===== config.mk =====
export PLATFORM = sky130hd
export DESIGN_NAME = pipe_hazard_ctrl_flat
export DESIGN_NICKNAME = d
export VERILOG_FILES = /design/src/rtl/cpu_pkg.sv /design/src/rtl/pipe_hazard_ctrl_if.sv /design/src/rtl/sat_counter.sv /design/src/rtl/pipe_hazard_ctrl.sv /design/src/flat_wrapper.sv
export SDC_FILE = /design/constraint.sdc
export NUM_CORES = 1
export LEC_CHECK = 0
export CORE_MARGIN = 5
export CORE_UTILIZATION = 60
export CTS_BUF_LIST = sky130_fd_sc_hd__clkbuf_16
export DETAILED_ROUTE_END_ITERATION = 8
export DONT_BUFFER_PORTS = 1
export GPL_TIMING_DRIVEN = 0
export PLACE_DENSITY = 0.84
export RECOVER_POWER = 25
export SYNTH_ARGS = -nofsm -noshare
export SYNTH_HDL_FRONTEND = slang
export SYNTH_SLANG_ARGS = --single-unit
export TNS_END_PERCENT = 1

===== constraint.sdc =====
create_clock -name clk -period 2.9 [get_ports clk]
set_clock_uncertainty 0.05 [all_clocks]
set_input_delay 0.29 -clock clk [delete_from_list [all_inputs] [get_ports clk]]
set_output_delay 0.29 -clock clk [all_outputs]
set_load 0.1 [all_outputs]

===== src/rtl/cpu_pkg.sv =====
// Shared CPU definitions: FSM state encoding, counter width default and the
// pipeline-register control bundle used by the hazard controller.
package cpu_pkg;

    localparam int CNT_W_DEF = 32;

    typedef enum logic {
        ST_RUN  = 1'b0,
        ST_HALT = 1'b1
    } state_e;

    typedef struct packed {
        logic pc_en;
        logic ifid_en;
        logic ifid_flush;
        logic idex_flush;
    } ctrl_t;

    // Named control patterns; HOLD freezes PC and IF/ID and injects one bubble into EX.
    localparam ctrl_t CTRL_RESET = '{pc_en: 1'b0, ifid_en: 1'b0, ifid_flush: 1'b1, idex_flush: 1'b1};
    localparam ctrl_t CTRL_HOLD  = '{pc_en: 1'b0, ifid_en: 1'b0, ifid_flush: 1'b0, idex_flush: 1'b1};
    localparam ctrl_t CTRL_SQUASH = '{pc_en: 1'b1, ifid_en: 1'b1, ifid_flush: 1'b1, idex_flush: 1'b1};
    localparam ctrl_t CTRL_JUMP  = '{pc_en: 1'b1, ifid_en: 1'b1, ifid_flush: 1'b1, idex_flush: 1'b0};
    localparam ctrl_t CTRL_RUN   = '{pc_en: 1'b1, ifid_en: 1'b1, ifid_flush: 1'b0, idex_flush: 1'b0};

endpackage


===== src/rtl/pipe_hazard_ctrl_if.sv =====
// Hazard/branch event inputs and pipeline-register control outputs of the
// hazard controller; master is the pipeline side, slave is the controller.
interface pipe_hazard_ctrl_if;

    logic load_use;
    logic ex_is_branch;
    logic ex_branch_taken;
    logic id_jump;
    logic halt_req;
    logic resume;
    logic pc_en;
    logic ifid_en;
    logic ifid_flush;
    logic idex_flush;
    logic halted;

    modport master (
        output load_use, ex_is_branch, ex_branch_taken, id_jump, halt_req, resume,
        input  pc_en, ifid_en, ifid_flush, idex_flush, halted
    );

    modport slave (
        input  load_use, ex_is_branch, ex_branch_taken, id_jump, halt_req, resume,
        output pc_en, ifid_en, ifid_flush, idex_flush, halted
    );

endinterface


===== src/rtl/sat_counter.sv =====
// Saturating up-counter with synchronous active-low clear; holds at all-ones.
module sat_counter #(
    parameter int W = 32
) (
    input  logic         clk,
    input  logic         rst_n,
    input  logic         inc,
    output logic [W-1:0] cnt
);

    // NOTE: sequential state uses non-blocking assignment so every register samples pre-edge values.
    always_ff @(posedge clk) begin
        if (!rst_n) begin
            cnt <= '0;
        end else if (inc && (cnt != '1)) begin
            cnt <= cnt + 1'b1;
        end
    end

endmodule


===== src/rtl/pipe_hazard_ctrl.sv =====
// Pipeline hazard controller: PC/IF-ID/ID-EX enables and flushes, RUN/HALT FSM
// and saturating performance counters. Define HALT_RESUME_EN to allow leaving HALT on resume.
module pipe_hazard_ctrl
    import cpu_pkg::*;
#(
    parameter int CNT_W = CNT_W_DEF
) (
    input  logic              clk,
    input  logic              rst_n,
    pipe_hazard_ctrl_if.slave bus,
    output logic [CNT_W-1:0]  cycle_cnt,
    output logic [CNT_W-1:0]  stall_cnt,
    output logic [CNT_W-1:0]  uncond_cnt,
    output logic [CNT_W-1:0]  cond_cnt,
    output logic [CNT_W-1:0]  cond_taken_cnt
);

    state_e state, state_nxt;
    ctrl_t  ctrl;
    logic   halted;
    logic   inc_cycle, inc_stall, inc_uncond, inc_cond, inc_taken;
    logic   br_taken;

    assign br_taken = bus.ex_is_branch & bus.ex_branch_taken;

    always_ff @(posedge clk) begin
        if (!rst_n) begin
            state <= ST_RUN;
        end else begin
            state <= state_nxt;
        end
    end

    // NOTE: every variable written here gets a default first so no latch is inferred.
    always_comb begin
        state_nxt  = state;
        ctrl       = CTRL_RESET;
        halted     = 1'b0;
        inc_cycle  = 1'b0;
        inc_stall  = 1'b0;
        inc_uncond = 1'b0;
        inc_cond   = 1'b0;
        inc_taken  = 1'b0;

        if (rst_n) begin
            unique case (state)
                ST_RUN: begin
                    inc_cycle = 1'b1;
                    if (bus.halt_req) begin
                        ctrl      = CTRL_HOLD;
                        state_nxt = ST_HALT;
                    end else begin
                        inc_cond = bus.ex_is_branch;
                        // A taken branch squashes the ID instruction, so its stall/jump never applies.
                        if (br_taken) begin
                            ctrl      = CTRL_SQUASH;
                            inc_taken = 1'b1;
                        end else if (bus.load_use) begin
                            ctrl      = CTRL_HOLD;
                            inc_stall = 1'b1;
                        end else if (bus.id_jump) begin
                            ctrl       = CTRL_JUMP;
                            inc_uncond = 1'b1;
                        end else begin
                            ctrl = CTRL_RUN;
                        end
                    end
                end
                ST_HALT: begin
                    ctrl   = CTRL_HOLD;
                    halted = 1'b1;
`ifdef HALT_RESUME_EN
                    if (bus.resume) begin
                        state_nxt = ST_RUN;
                    end
`endif
                end
                default: state_nxt = ST_RUN;
            endcase
        end
    end

`ifndef HALT_RESUME_EN
    logic unused_resume;
    assign unused_resume = bus.resume;
`endif

    assign bus.pc_en      = ctrl.pc_en;
    assign bus.ifid_en    = ctrl.ifid_en;
    assign bus.ifid_flush = ctrl.ifid_flush;
    assign bus.idex_flush = ctrl.idex_flush;
    assign bus.halted     = halted;

    sat_counter #(.W(CNT_W)) u_cycle_cnt (
        .clk(clk), .rst_n(rst_n), .inc(inc_cycle), .cnt(cycle_cnt)
    );

    sat_counter #(.W(CNT_W)) u_stall_cnt (
        .clk(clk), .rst_n(rst_n), .inc(inc_stall), .cnt(stall_cnt)
    );

    sat_counter #(.W(CNT_W)) u_uncond_cnt (
        .clk(clk), .rst_n(rst_n), .inc(inc_uncond), .cnt(uncond_cnt)
    );

    sat_counter #(.W(CNT_W)) u_cond_cnt (
        .clk(clk), .rst_n(rst_n), .inc(inc_cond), .cnt(cond_cnt)
    );

    sat_counter #(.W(CNT_W)) u_cond_taken_cnt (
        .clk(clk), .rst_n(rst_n), .inc(inc_taken), .cnt(cond_taken_cnt)
    );

endmodule


===== src/flat_wrapper.sv =====
// flat-port wrapper written by rule: the top's interface ports become plain ports
module pipe_hazard_ctrl_flat import cpu_pkg::*;
#(
    parameter int CNT_W = CNT_W_DEF
)
  (clk, rst_n, cycle_cnt, stall_cnt, uncond_cnt, cond_cnt, cond_taken_cnt, bus_load_use, bus_ex_is_branch, bus_ex_branch_taken, bus_id_jump, bus_halt_req, bus_resume, bus_pc_en, bus_ifid_en, bus_ifid_flush, bus_idex_flush, bus_halted);
  pipe_hazard_ctrl_if bus_i ();
  input  logic clk;
  input  logic rst_n;
  output logic [CNT_W-1:0] cycle_cnt;
  output logic [CNT_W-1:0] stall_cnt;
  output logic [CNT_W-1:0] uncond_cnt;
  output logic [CNT_W-1:0] cond_cnt;
  output logic [CNT_W-1:0] cond_taken_cnt;
  input wire logic [$bits(bus_i.load_use)-1:0] bus_load_use;
  input wire logic [$bits(bus_i.ex_is_branch)-1:0] bus_ex_is_branch;
  input wire logic [$bits(bus_i.ex_branch_taken)-1:0] bus_ex_branch_taken;
  input wire logic [$bits(bus_i.id_jump)-1:0] bus_id_jump;
  input wire logic [$bits(bus_i.halt_req)-1:0] bus_halt_req;
  input wire logic [$bits(bus_i.resume)-1:0] bus_resume;
  output wire logic [$bits(bus_i.pc_en)-1:0] bus_pc_en;
  output wire logic [$bits(bus_i.ifid_en)-1:0] bus_ifid_en;
  output wire logic [$bits(bus_i.ifid_flush)-1:0] bus_ifid_flush;
  output wire logic [$bits(bus_i.idex_flush)-1:0] bus_idex_flush;
  output wire logic [$bits(bus_i.halted)-1:0] bus_halted;
  assign bus_i.load_use = bus_load_use;
  assign bus_i.ex_is_branch = bus_ex_is_branch;
  assign bus_i.ex_branch_taken = bus_ex_branch_taken;
  assign bus_i.id_jump = bus_id_jump;
  assign bus_i.halt_req = bus_halt_req;
  assign bus_i.resume = bus_resume;
  assign bus_pc_en = bus_i.pc_en;
  assign bus_ifid_en = bus_i.ifid_en;
  assign bus_ifid_flush = bus_i.ifid_flush;
  assign bus_idex_flush = bus_i.idex_flush;
  assign bus_halted = bus_i.halted;
  pipe_hazard_ctrl #(.CNT_W(CNT_W)) u_core (.clk(clk), .rst_n(rst_n), .bus(bus_i), .cycle_cnt(cycle_cnt), .stall_cnt(stall_cnt), .uncond_cnt(uncond_cnt), .cond_cnt(cond_cnt), .cond_taken_cnt(cond_taken_cnt));
endmodule

Word-level counts from Yosys, hierarchy flattened. Cells that the tools add are included.

Bits in registers: 161. Bits of input ports: 8. Output and inout bits: 165. Logic and storage cells: 53.

$add $sub $neg: 5. Equal/unequal tests: 5. Multiplexer cells: 30. Bitwise operators: 2. Reductions and logical operators: 5.

Operators with widths (number): 32-bit by 1-bit adder with 32-bit output, second input constant (5); 32-bit != test, second input constant (5); 1-bit 2-to-1 mux (24); 4-bit 2-to-1 mux (4); 4-bit one-hot mux with 2 select lines (1); 1-bit logical AND (5); 2-bit 2-to-1 mux (1); 1-bit bitwise AND (1); 1-bit inverter (1).

Depth between registers and ports, before layout.
Depth in word-level cells: 7. Depth in mapped cells: 8. Gate-level depth less buffers: 6.

By module. A second synthesis with hierarchy kept.

Cell total of the unflattened synthesis: 1017. Area total of the unflattened synthesis: 8650.8 um2.

By module, submodules not included: sat_counter (times used 5, cells each 200, area an instance 1704.1 um2); pipe_hazard_ctrl (times used 1, cells each 17, area an instance 130.1 um2).

Worst setup path before layout. OpenSTA, ideal clock, no wires.

Path kind: input -> output. Start: input port rst_n. End: output port bus_pc_en. Arrival time: 2.878 ns. Required time: 2.560 ns. Path slack: -0.318 ns. Stages on the path: 4. Cell sequence: buf_2 or3b_1 a21oi_1 buf_4.

Longest elaborated chain between the ends: 1.

RTL lines: from (decl) (line flat_wrapper.sv:9) `input logic rst_n;`; 4-bit 2-to-1 mux (line pipe_hazard_ctrl.sv:45) `if (rst_n) begin`; to (decl) (line flat_wrapper.sv:21) `output wire logic [$bits(bus_i.pc_en)-1:0] bus_pc_en;`.

No other way between the ends.

Worst setup path after layout.
Start: register u_core.u_cond_taken_cnt.cnt[7]. End: register u_core.u_cond_taken_cnt.cnt[19].

Longest elaborated chain between the ends: 2. Elaborated cells on any way between the ends: 3. Those cells by class: add/sub (1); eq/ne (1); reduce/logical (1).

RTL lines: from (decl) (line sat_counter.sv:8) `output logic [W-1:0] cnt`; from (signal assigned) (line sat_counter.sv:16) `cnt <= cnt + 1'b1;`; branches (longest 2 deep; another with 32-bit by 1-bit adder with 32-bit output).

Parallel ways; which one is timed is not known. A chain may end at the register's enable or synchronous reset.

==> flow_summary_export.csv <==
group,metric,value,unit
place,port_buffers,0,
yosys,synth-compound-area-share,14.6,%
grt,antenna_found_initial,0,
worst_setup_path,critPathKind,"reg2reg",
grt,grt_pass1_vias,7547,
yosys,synth_xor_area_share,3.65,%
route,dr.pass1.iters,5,
worst_setup_path,endpoint,"u_core.u_cond_taken_cnt.cnt[19]",
route,finalWirelength,23.8,mm
yosys,syn-mean-instance-area,8.23,um2
worst_setup_path,cp_data_required_time,3.19,ns
cts,root_buffer,"clkbuf_16",
floorplan,core-area,13300,um2
cts,htree_levels,4,
outcome,status,"completed",
worst_setup_path,cp.arrival,3.13,ns
layout,diodes,0,
worst_setup_path,r2r-start,"u_core.u_cond_taken_cnt.cnt[7]",
timing,fmax,352,MHz
floorplan,die_w,127,um
yosys,syn-num-nets,1005,
yosys,synthSimpleGateAreaFrac,33.2,%
layout,multi_input_area,4790,um2
place,dp_cells,1168,
timing,rsz0062_at_grt,"true",
yosys,synth_edf_count,0,
worst_setup_path,reg2reg_to,"u_core.u_cond_taken_cnt.cnt[19]",
worst_setup_path,worstRegToRegCells,6,
yosys,yosys-top-cells-area,"dfxtp_1, nand2_1, mux2i_1, a21oi_1, nand4_1",
yosys,synth_seq_cells,161,
route,drc,0,
yosys,synth_ff_type,"dfxtp_1",
grt,grt_max_degree,17,
yosys,yosysMostFrequentCell,"dfxtp_1",
yosys,yosysUniqueCellTypes,52,
worst_setup_path,cp-start-kind,"register",
power,p_leak,2.97,nW
yosys,synthAdderAreaFrac,0.766,%
cts,clock-sinks,161,
timing,relSlewSlack,27.6,%
layout,layout.nets,1025,
timing,fin_crit,2.84,ns
cts,clk_pin_slew,0.06,ns
grt,grt_util_all_layers,28.3,%
route,drt_iter0_markers,676,
cts,cts_tree,"yes",
grt,grt-ovfl-total,0,
timing,hold_viol,0,
route,postRouteAntennaNets,0,
layout,layoutNonFillerInstCount,1201,
layout,area_growth,15.7,%
yosys,synth_common_cells,"dfxtp_1, nand2_1, a21oi_1, nand3_1, nand4_1",
worst_setup_path,cp-startpoint,"u_core.u_cond_taken_cnt.cnt[7]",
timing,setup_violations,0,
worst_setup_path,cp-end-kind,"register",
timing,hold_slack,0.136,ns
floorplan,ios,173,
yosys,synth_top_area_cell,"dfxtp_1",
yosys,synth_top_area_share,39.5,%
cts,clock_path_buffers,2,
cts,numCtsBuffers,17,
yosys,yosysSeqAreaShare,39.5,%
layout,final_util,71.0,%
yosys,synth_top_family_by_area,"simple AND/OR/NAND/NOR gates",
layout,regArea,3590,um2
yosys,async_reset_ff_share,0,%
floorplan,num_rows,42,
route,avgRoutedWirePerCell,19.8,um
job,drv_cap,0,
floorplan,start_util,61.4,%
layout,nFillCells,995,
grt,grt_first_pass_wirelength,37.7,mm
place,gp_congestion,0.921,
timing,slew_viol_final,0,
route,dr_total_vias,8032,
timing,fin_crit_sh,98.1,%
route,viasPerCell,6.69,
yosys,syn_inst,992,
worst_setup_path,path_max_fanout,10,
power,ir_worst_vdd,0.358,mV
floorplan,die_area,16000,um2
worst_setup_path,r2r_slack,0.06,ns
floorplan,die_h,127,um
hold_path,min_delay_path_depth,3,
power,powerDensity,490,nW/um2
yosys,synth_area,8160,um2
yosys,ys_warn_count,0,
place,place_hpwl,16.3,mm
timing,worstMarginPinSlew,1.08,ns
layout,drive_gt1_share,21.3,%
cts,clk_latency,0.43,ns
yosys,synth.area.mux_share,5.15,%
hold_path,hp-class,"in2reg",
## routing by layer
layer	vias up	GRT usage, %	part of all wire [%]
met2	379	46.3	48
li1	3797	-	-
met3	51	9.50	9.9
met5	-	0	0
met1	3805	34.3	40
met4	0	11.7	2.0
## power by group
| part | leakage (nW) | internal (mW) | switching, mW |
|---|---|---|---|
| logic | 1.28 | 0.0320 | 0.121 |
| registers | 1.40 | 2.16 | 0.0788 |
| clock network | 0.293 | 1.33 | 0.905 |
## how the worst min path moves through the flow
stage	start	endpoint	slack [ns]
5_1_grt	bus_load_use	u_core.u_stall_cnt.cnt[31]	0.15
6_report	bus_load_use	u_core.u_stall_cnt.cnt[31]	0.14
3_3_place_gp	bus_halt_req	u_core.state	0.39
2_1_floorplan	bus_halt_req	u_core.state	0.37
4_1_cts	bus_load_use	u_core.u_stall_cnt.cnt[31]	0.12
3_5_place_dp	bus_halt_req	u_core.state	0.40
## placed cells by master, fill, tap and decap left out, types with 32 or more instances in the layout
cell and instances:
nand3_1 58, or4_1 34, dfxtp_4 68, nand2_1 113
clkbuf_1 39, nand4_1 55, a21oi_1 70, nand2b_1 32
or3_1 39, o21ai_0 43, nor2_1 54, o31ai_1 35
dfxtp_2 90, mux2i_1 42
## registers in the layout, summed over array words and instances (netlist names)
signal	count
u_core.u_cond_taken_cnt.cnt	32
u_core.u_stall_cnt.cnt	32
u_core.u_cycle_cnt.cnt	32
u_core.state	1
u_core.u_cond_cnt.cnt	32
u_core.u_uncond_cnt.cnt	32
## worst max-delay path, cell delays in order, from the launching register on
cell and delay (ns):
dfxtp_2 0.69, and4_1 0.36, nand3_1 0.18, or4_1 0.63
clkbuf_1 0.25, or4_1 0.44, a21oi_1 0.16
## area by class of cell
type / instances / area share [%]
inverter: 14 / 0.556
buffer: 50 / 2.19
clock inverter: 15 / 1.60
sequential: 161 / 38.0
tap: 176 / 2.33
multi-input combinational: 767 / 50.7
clock buffer: 17 / 4.50
timing repair buffer: 1 / 0.106
## stage by stage
step | power (mW) | worst slack, ns | TNS [ns] | instance area, um2
2_1_floorplan | 2.45 | -0.176 | -6.43 | 8170
3_3_place_gp | 2.49 | -0.756 | -55.14 | 8390
3_5_place_dp | 2.50 | -0.766 | -58.93 | 8390
4_1_cts | 4.67 | -0.0283 | -0.0825 | 9290
5_1_grt | 4.76 | -0.0226 | -0.0783 | 9450
6_report | 4.63 | 0.0565 | 0 | 9450
## repair_timing
item,in CTS,in global routing
endpoints found under the setup margin,141,91
hold buffers,1,0
setup buffers,0,0
hold endpoints to repair,1,0
gates resized for setup,185,65
## logic make-up (layout without fill, tap and decap cells)
logic type	count (synthesis)	after routing
XOR/XNOR	34	34
adder cells (fa/ha/maj)	5	5
AO/OA/AOI/OAI	193	193
buffers and inverters	64	97
flip-flops	161	161
AND/OR/NAND/NOR	493	493
multiplexers	42	42
No activity file was read; power rests on OpenSTA's default activity.
